`src/rtl/i2s_pkg.sv`:
```
// Shared I2S definitions for the receiver and the transmitter.
//   rx_state_e : receiver lock state (Unlocked / Left / Right)
//   LRCK_LEFT / LRCK_RIGHT : word-select polarity on the LRCK line
package i2s_pkg;

  typedef enum logic [1:0] {
    RX_UNLOCKED = 2'd0,
    RX_LEFT     = 2'd1,
    RX_RIGHT    = 2'd2
  } rx_state_e;

  localparam logic LRCK_LEFT  = 1'b0;
  localparam logic LRCK_RIGHT = 1'b1;

endpackage

```
`src/rtl/i2s_sync.sv`:
```
// Multi-flop synchroniser for one asynchronous I2S line.
//   clk_i, rstn_i : system clock, async active-low reset
//   d_i           : asynchronous input
//   q_o           : synchronised value (last sync stage)
//   prev_o        : q_o delayed by one clk_i cycle
//   rise_o        : q_o high while prev_o low (one-cycle rise pulse)
module i2s_sync #(
  parameter int SyncStages = 2
) (
  input  logic clk_i,
  input  logic rstn_i,
  input  logic d_i,
  output logic q_o,
  output logic prev_o,
  output logic rise_o
);

  logic [SyncStages-1:0] sync_d, sync_q;
  logic                  prev_d, prev_q;

  // Next values: shift the input through the chain, remember the last stage.
  always_comb begin
    sync_d = {sync_q[SyncStages-2:0], d_i};
    prev_d = sync_q[SyncStages-1];
  end

  // Synchroniser chain and previous-value register.
  always_ff @(posedge clk_i or negedge rstn_i) begin
    if (!rstn_i) begin
      sync_q <= '0;
      prev_q <= 1'b0;
    end else begin
      sync_q <= sync_d;
      prev_q <= prev_d;
    end
  end

  assign q_o    = sync_q[SyncStages-1];
  assign prev_o = prev_q;
  assign rise_o = sync_q[SyncStages-1] & ~prev_q;

endmodule

```
`src/rtl/i2s_rx_slave.sv`:
```
// I2S slave receiver: oversamples SCLK/LRCK/SDAT, locks to frame boundaries,
// deserialises MSB-first words and presents left/right pairs on valid/ready.
//   clk_i, rstn_i              : system clock (>= 8x SCLK), async active-low reset
//   rx_en_i                    : receiver enable, low forces Unlocked
//   i2s_sclk_i/lrck_i/sdat_i   : external I2S lines (asynchronous)
//   rx_ldata_o, rx_rdata_o     : received pair
//   rx_valid_o, rx_ready_i     : pair handshake
//   overrun_o                  : pulse, unaccepted pair overwritten
//   frame_err_o                : pulse, short word detected
module i2s_rx_slave
  import i2s_pkg::*;
#(
  parameter int DataWidth  = 24,
  parameter int SyncStages = 2
) (
  input  logic                 clk_i,
  input  logic                 rstn_i,
  input  logic                 rx_en_i,
  input  logic                 i2s_sclk_i,
  input  logic                 i2s_lrck_i,
  input  logic                 i2s_sdat_i,
  output logic [DataWidth-1:0] rx_ldata_o,
  output logic [DataWidth-1:0] rx_rdata_o,
  output logic                 rx_valid_o,
  input  logic                 rx_ready_i,
  output logic                 overrun_o,
  output logic                 frame_err_o
);

  localparam int CntW = $clog2(DataWidth + 1);
  localparam logic [CntW-1:0] CntFull = CntW'(DataWidth);
  localparam logic [CntW-1:0] CntLast = CntW'(DataWidth - 1);
  localparam logic [CntW-1:0] CntOne  = CntW'(1);

  logic sclk_s, sclk_rise_s, lrck_s, sdat_s;
  logic sclk_prev_unused, lrck_prev_unused, lrck_rise_unused;
  logic sdat_prev_unused, sdat_rise_unused;

  i2s_sync #(.SyncStages(SyncStages)) u_sync_sclk (
    .clk_i(clk_i), .rstn_i(rstn_i), .d_i(i2s_sclk_i),
    .q_o(sclk_s), .prev_o(sclk_prev_unused), .rise_o(sclk_rise_s)
  );
  i2s_sync #(.SyncStages(SyncStages)) u_sync_lrck (
    .clk_i(clk_i), .rstn_i(rstn_i), .d_i(i2s_lrck_i),
    .q_o(lrck_s), .prev_o(lrck_prev_unused), .rise_o(lrck_rise_unused)
  );
  i2s_sync #(.SyncStages(SyncStages)) u_sync_sdat (
    .clk_i(clk_i), .rstn_i(rstn_i), .d_i(i2s_sdat_i),
    .q_o(sdat_s), .prev_o(sdat_prev_unused), .rise_o(sdat_rise_unused)
  );

  rx_state_e              state_d, state_q;
  logic [CntW-1:0]        cnt_d, cnt_q;
  logic [DataWidth-1:0]   shift_d, shift_q;
  logic [DataWidth-1:0]   left_d, left_q;
  logic [DataWidth-1:0]   ldata_d, ldata_q;
  logic [DataWidth-1:0]   rdata_d, rdata_q;
  logic                   lrck_last_d, lrck_last_q;
  logic                   valid_d, valid_q;
  logic                   overrun_d, overrun_q;
  logic                   ferr_d, ferr_q;

  logic                   chan_edge_s, fall_edge_s, rise_edge_s, pair_s;
  logic [DataWidth-1:0]   shift_in_s;

  // Channel edges compare LRCK at this SCLK rise with LRCK at the previous one.
  assign chan_edge_s = sclk_rise_s & (lrck_s != lrck_last_q);
  assign fall_edge_s = chan_edge_s & (lrck_s == LRCK_LEFT);
  assign rise_edge_s = chan_edge_s & (lrck_s == LRCK_RIGHT);
  assign shift_in_s  = {shift_q[DataWidth-2:0], sdat_s};

  // Next-state, deserialiser and output handshake logic.
  always_comb begin
    state_d     = state_q;
    cnt_d       = cnt_q;
    shift_d     = shift_q;
    left_d      = left_q;
    ldata_d     = ldata_q;
    rdata_d     = rdata_q;
    valid_d     = valid_q;
    overrun_d   = 1'b0;
    ferr_d      = 1'b0;
    pair_s      = 1'b0;

    if (sclk_rise_s) begin
      lrck_last_d = lrck_s;
    end else begin
      lrck_last_d = lrck_last_q;
    end

    // Delay slot clears the counter; otherwise shift until the word is full.
    if (!rx_en_i || chan_edge_s) begin
      cnt_d = '0;
    end else if (sclk_rise_s && (cnt_q < CntFull)) begin
      shift_d = shift_in_s;
      cnt_d   = cnt_q + CntOne;
    end else begin
      cnt_d = cnt_q;
    end

    if (!rx_en_i) begin
      state_d = RX_UNLOCKED;
    end else begin
      case (state_q)
        RX_UNLOCKED: begin
          if (fall_edge_s) begin
            state_d = RX_LEFT;
          end else begin
            state_d = RX_UNLOCKED;
          end
        end
        RX_LEFT: begin
          if (rise_edge_s && (cnt_q == CntFull)) begin
            state_d = RX_RIGHT;
            left_d  = shift_q;
          end else if (rise_edge_s) begin
            state_d = RX_UNLOCKED;
            ferr_d  = 1'b1;
          end else begin
            state_d = RX_LEFT;
          end
        end
        RX_RIGHT: begin
          if (fall_edge_s && (cnt_q == CntFull)) begin
            state_d = RX_LEFT;
          end else if (fall_edge_s) begin
            state_d = RX_UNLOCKED;
            ferr_d  = 1'b1;
          end else if (sclk_rise_s && !chan_edge_s && (cnt_q == CntLast)) begin
            // Last right bit arrives now: the pair is complete this cycle.
            pair_s = 1'b1;
          end else begin
            state_d = RX_RIGHT;
          end
        end
        default: begin
          state_d = RX_UNLOCKED;
        end
      endcase
    end

    // A new pair always wins; overrun only if the old one was not taken now.
    if (pair_s) begin
      ldata_d   = left_q;
      rdata_d   = shift_in_s;
      valid_d   = 1'b1;
      overrun_d = valid_q & ~rx_ready_i;
    end else if (valid_q && rx_ready_i) begin
      valid_d = 1'b0;
    end else begin
      valid_d = valid_q;
    end
  end

  // State, datapath and output registers.
  always_ff @(posedge clk_i or negedge rstn_i) begin
    if (!rstn_i) begin
      state_q     <= RX_UNLOCKED;
      cnt_q       <= '0;
      shift_q     <= '0;
      left_q      <= '0;
      ldata_q     <= '0;
      rdata_q     <= '0;
      lrck_last_q <= 1'b0;
      valid_q     <= 1'b0;
      overrun_q   <= 1'b0;
      ferr_q      <= 1'b0;
    end else begin
      state_q     <= state_d;
      cnt_q       <= cnt_d;
      shift_q     <= shift_d;
      left_q      <= left_d;
      ldata_q     <= ldata_d;
      rdata_q     <= rdata_d;
      lrck_last_q <= lrck_last_d;
      valid_q     <= valid_d;
      overrun_q   <= overrun_d;
      ferr_q      <= ferr_d;
    end
  end

  assign rx_ldata_o  = ldata_q;
  assign rx_rdata_o  = rdata_q;
  assign rx_valid_o  = valid_q;
  assign overrun_o   = overrun_q;
  assign frame_err_o = ferr_q;

endmodule

```
`config.mk`:
```
export PLATFORM = sky130hd
export DESIGN_NAME = i2s_rx_slave
export DESIGN_NICKNAME = d
export VERILOG_FILES = /design/src/rtl/i2s_pkg.sv /design/src/rtl/i2s_sync.sv /design/src/rtl/i2s_rx_slave.sv
export SDC_FILE = /design/constraint.sdc
export NUM_CORES = 1
export LEC_CHECK = 0
export ABC_CLOCK_PERIOD_IN_PS = 2500
export CELL_PAD_IN_SITES_DETAIL_PLACEMENT = 0
export CELL_PAD_IN_SITES_GLOBAL_PLACEMENT = 1
export CORE_MARGIN = 2
export CORE_UTILIZATION = 40
export CTS_BUF_LIST = sky130_fd_sc_hd__clkbuf_16
export DETAILED_ROUTE_END_ITERATION = 7
export PLACE_DENSITY_LB_ADDON = 0.1
export SLEW_MARGIN = 20
export SYNTH_ARGS = -nofsm -noshare
export SYNTH_HDL_FRONTEND = slang
export SYNTH_SLANG_ARGS = --single-unit
export TNS_END_PERCENT = 5
```
`constraint.sdc`:
```
create_clock -name clk_i -period 2.5 [get_ports clk_i]
set_input_delay 0.5 -clock clk_i [delete_from_list [all_inputs] [get_ports clk_i]]
set_output_delay 0.5 -clock clk_i [all_outputs]
set_load 0.02 [all_outputs]
```
==> results.rst <==
.. list-table::
   :header-rows: 1

   * - Metric
     - Value
   * - Run status
     - completed
   * - Die Height
     - 109.6 µm
   * - # resized after CTS
     - 0
   * - Simple-Gate Fraction of Synth Area
     - 4.544%
   * - Top layer used by detailed routing
     - met4
   * - Critical Path RT
     - 2.78 ns
   * - Startpoint type of the worst setup path
     - flip-flop
   * - Overall fraction of global-route tracks in use
     - 14.95%
   * - Transition time of the tightest slew-check pin
     - 0.6502 ns
   * - Clock Skews
     - 0.01023 ns
   * - Worst Reg2Reg Path Length in Cells
     - 7
   * - Type of the worst min-delay path
     - in2async
   * - CTS Buffer Depth
     - 2
   * - Average detailed-routed wire length per instance
     - 15.50 µm
   * - Sw Pwr
     - 0.9752 mW
   * - Power per unit of standard cell area
     - 772.9 nW/µm²
   * - Clk_lat worst skew
     - 0.40 ns
   * - Post-synthesis share of cell area spent on full adders, half adders and majority gates
     - 1.683%
   * - Buffers inserted by post-CTS timing repair
     - 0
   * - Combinational family with the most area after synthesis
     - multiplexers
   * - Detailed route wirelength on metal3
     - 326 µm
   * - Die width
     - 109.6 µm
   * - Root Driver
     - clkbuf_16
   * - CTS Buf Count
     - 17
   * - Wire length of the first global-routing pass
     - 13.28 mm
   * - Slew Limit Fails
     - 0
   * - Worst relative slew slack
     - 56.19%
   * - Commonest cells after routing, fill and taps aside
     - dfrtp_1 (114), mux2_2 (94), clkdlybuf4s50_1 (56)
   * - FP Rows
     - 38
   * - Kind of end point of the critical path
     - flip-flop
   * - Remaining antenna violation count
     - 0
   * - Final worst path period need
     - 1.914 ns
   * - Non-Filler Instances
     - 511
   * - Post-Synthesis Cells
     - 284
   * - Pin count of the biggest net entering global routing
     - 48
   * - Clock tree sinks
     - 114
   * - Core utilization of the finished layout
     - 53.74%
   * - Final #Nets
     - 371
   * - Share of layout cells above drive strength 1
     - 36.93%
   * - Number of flops mapped to enable cells by yosys
     - 0
   * - Sequential fraction of design power
     - 43.4%
   * - Vias in the first global route
     - 2,511
   * - IR Drop Worst-Case VDD
     - 0.0003780 V
   * - Total instance count after detailed placement
     - 479
   * - Die ar.
     - 12,010 µm²
   * - Number of input and output port buffers inserted
     - 57
   * - Worst Setup Slack post-DPL
     - 0.2069 ns
   * - Setup slack on the worst flop-to-flop path
     - 0.59 ns
   * - Final setup violation count
     - 0
   * - Fraction of registers with async set or reset after synthesis
     - 100.0%
   * - Unrepaired setup endpoints after global routing
     - false
   * - CTS clock-pin slew for the worst setup and hold paths
     - 0.05 ns
   * - Average cell area after synthesis
     - 15.71 µm²
   * - Routed met1 length
     - 3.787 mm
   * - GR Overflow Total
     - 0
   * - Number of max-capacitance violations reported
     - 0
   * - Number of optimization iterations in the first detailed-route pass
     - 4
   * - Internal power component
     - 3.528 mW
   * - Static leakage
     - 2.798 nW
   * - Post-synth top area cell
     - dfrtp_1
   * - Portion of total power attributed to the clock network
     - 53.3%
   * - Top_reg_cell synth
     - dfrtp_1
   * - Ratio of final minimum period to clock period
     - 76.58%
   * - Multiplexer fraction of the synthesized cell area
     - 24.49%
   * - Synth top area share
     - 63.96%
   * - Clock tree from TritonCTS
     - built
   * - Total Wirelength
     - 7.923 mm
   * - Top-level port count
     - 58
   * - Area growth from synthesis to layout
     - 30.60%
   * - Starting density of the core
     - 41.15%
   * - Number of nets produced by synthesis
     - 297
   * - Leading cell type in the layout, fill and taps excluded
     - dfrtp_1
   * - CTS HTree Levels
     - 4
   * - Worst hold-check slack
     - 0.1081 ns
   * - Ant diodes
     - 0
   * - First-iteration detailed-routing DRC count
     - 92
   * - Half-perimeter wire length after placement
     - 4.801 mm
   * - Cell Area, Synth
     - 4461 µm²
   * - Synth warnings
     - 0
   * - Wire length on met2
     - 3.699 mm
   * - Worst Path Class, Setup
     - reg2reg
   * - Post-synth cell types
     - 33
   * - Number of failing hold endpoints at the final stage
     - 0
   * - Final setup slack of the worst path
     - 0.5855 ns
   * - Maximum clock frequency
     - 0.5223 GHz
   * - Xor/xnor cell area share of the yosys netlist
     - 0.9818%
   * - Cts-stage hold buffer count
     - 0
   * - Sum Neg Setup Slack
     - 0 ns
   * - Count of unresolved DRC violations after routing
     - 0
   * - Compound-cell area share of the yosys netlist
     - 1.739%
   * - Share of synthesized area occupied by flip-flops and latches
     - 63.96%
   * - Switching portion of total power
     - 21.66%
   * - Arrival time at the worst endpoint
     - 2.20 ns
   * - Top cells by area in the synthesized netlist
     - dfrtp_1 (64%), mux2_2 (24%), ha_1 (1.7%)
   * - Core Area
     - 10,840 µm²
   * - Antenna violations before repair
     - 0
   * - Count of state elements after synthesis
     - 114
   * - Comb power frac
     - 3.3%
   * - Placer's final routability congestion estimate
     - 0.8272
   * - Via count of the routed design
     - 2,484
   * - Peak fanout along the critical path
     - 24
   * - Mean number of vias per cell
     - 4.861
## area by class of cell
type	count	area, µm²
clock inverters	15	166.4
well taps	140	175.2
repair buffers	67	693.2
multi-input cells	154	1498
flip-flops and latches	114	2853
inverters	4	15.01
fillers	960	5015
clock buffers	17	425.4
## critical path, stage by stage, from the launching register on
cell	delay, ns
dfrtp_1	0.41
inv_1	0.09
ha_1	0.19
nor2b_1	0.18
nand2_1	0.13
nor3_4	0.22
buf_12	0.22
mux2_2	0.36
## logic make-up after synthesis
| family | after synthesis |
|---|---|
| xor gates and xnor gates | 5 |
| buffers and inverters | 16 |
| adders and majority gates | 6 |
| muxes | 97 |
| AOI/OAI and AO/OA | 12 |
| DFF | 114 |
| and+or+nand+nor | 34 |
## flip-flops by register name, indices dropped and copies added, names as in the netlist
register / cells
cnt_q: 5
lrck_last_q: 1
frame_err_o: 1
rx_rdata_o: 24
u_sync_sclk.prev_o: 1
left_q: 24
shift_q: 24
overrun_o: 1
u_sync_sclk.sync_q: 2
rx_ldata_o: 24
state_q: 2
rx_valid_o: 1
u_sync_sdat.sync_q: 2
u_sync_lrck.sync_q: 2
## per-layer routing
layer	global-route usage, %	vias up
met1	20.84	1266
met3	5.987	8
met2	20.77	46
li1	-	1164
met5	0	-
met4	5.967	0
## synth_stat cells (2+ instances only)
master and n:
nand2_1 8, nand3b_1 2, nor2b_1 4, buf_4 2, buf_6 6, xor2_1 3, ha_1 6, a21oi_1 2
a31oi_1 3, mux2_1 3, nand2b_1 2, inv_1 4, nor2_1 6, xnor2_1 2, nand3_1 3, dfrtp_1 114
mux2_2 94, buf_2 3, nand4_1 2, o21ai_0 2
## metrics by stage
step                      cell area [µm²]  power [mW]
after floorplan                      4461       2.049
after global placement               5234       2.132
after detailed placement             5234       2.135
after CTS                            5826       4.574
after global routing                 5826       4.700
final                                5826       4.503
## power groups by stage
stage	clock network (mW)	logic [mW]	registers (mW)
2_1_floorplan	0	0.0893	1.96
3_3_place_gp	0	0.150	1.98
3_5_place_dp	0	0.152	1.98
4_1_cts	2.47	0.153	1.95
5_1_grt	2.57	0.168	1.96
6_report	2.40	0.149	1.95
## final timing paths
| check | startpoint | to |
|---|---|---|
| worst max-delay path | state_q[1]$_DFFE_PN0P_ | left_q[18]$_DFFE_PN0P_ |
| worst min-delay path | rstn_i | frame_err_o$_DFF_PN0_ |
| worst max register to register | state_q[1]$_DFFE_PN0P_ | left_q[18]$_DFFE_PN0P_ |
| worst min register to register | u_sync_sclk.sync_q[0]$_DFF_PN0_ | u_sync_sclk.sync_q[1]$_DFF_PN0_ |
| max in group asynchronous | rstn_i | u_sync_sclk.sync_q[0]$_DFF_PN0_ |
| min in group clk_i | u_sync_sclk.sync_q[0]$_DFF_PN0_ | u_sync_sclk.sync_q[1]$_DFF_PN0_ |
Power figures use the tool's default switching activity.
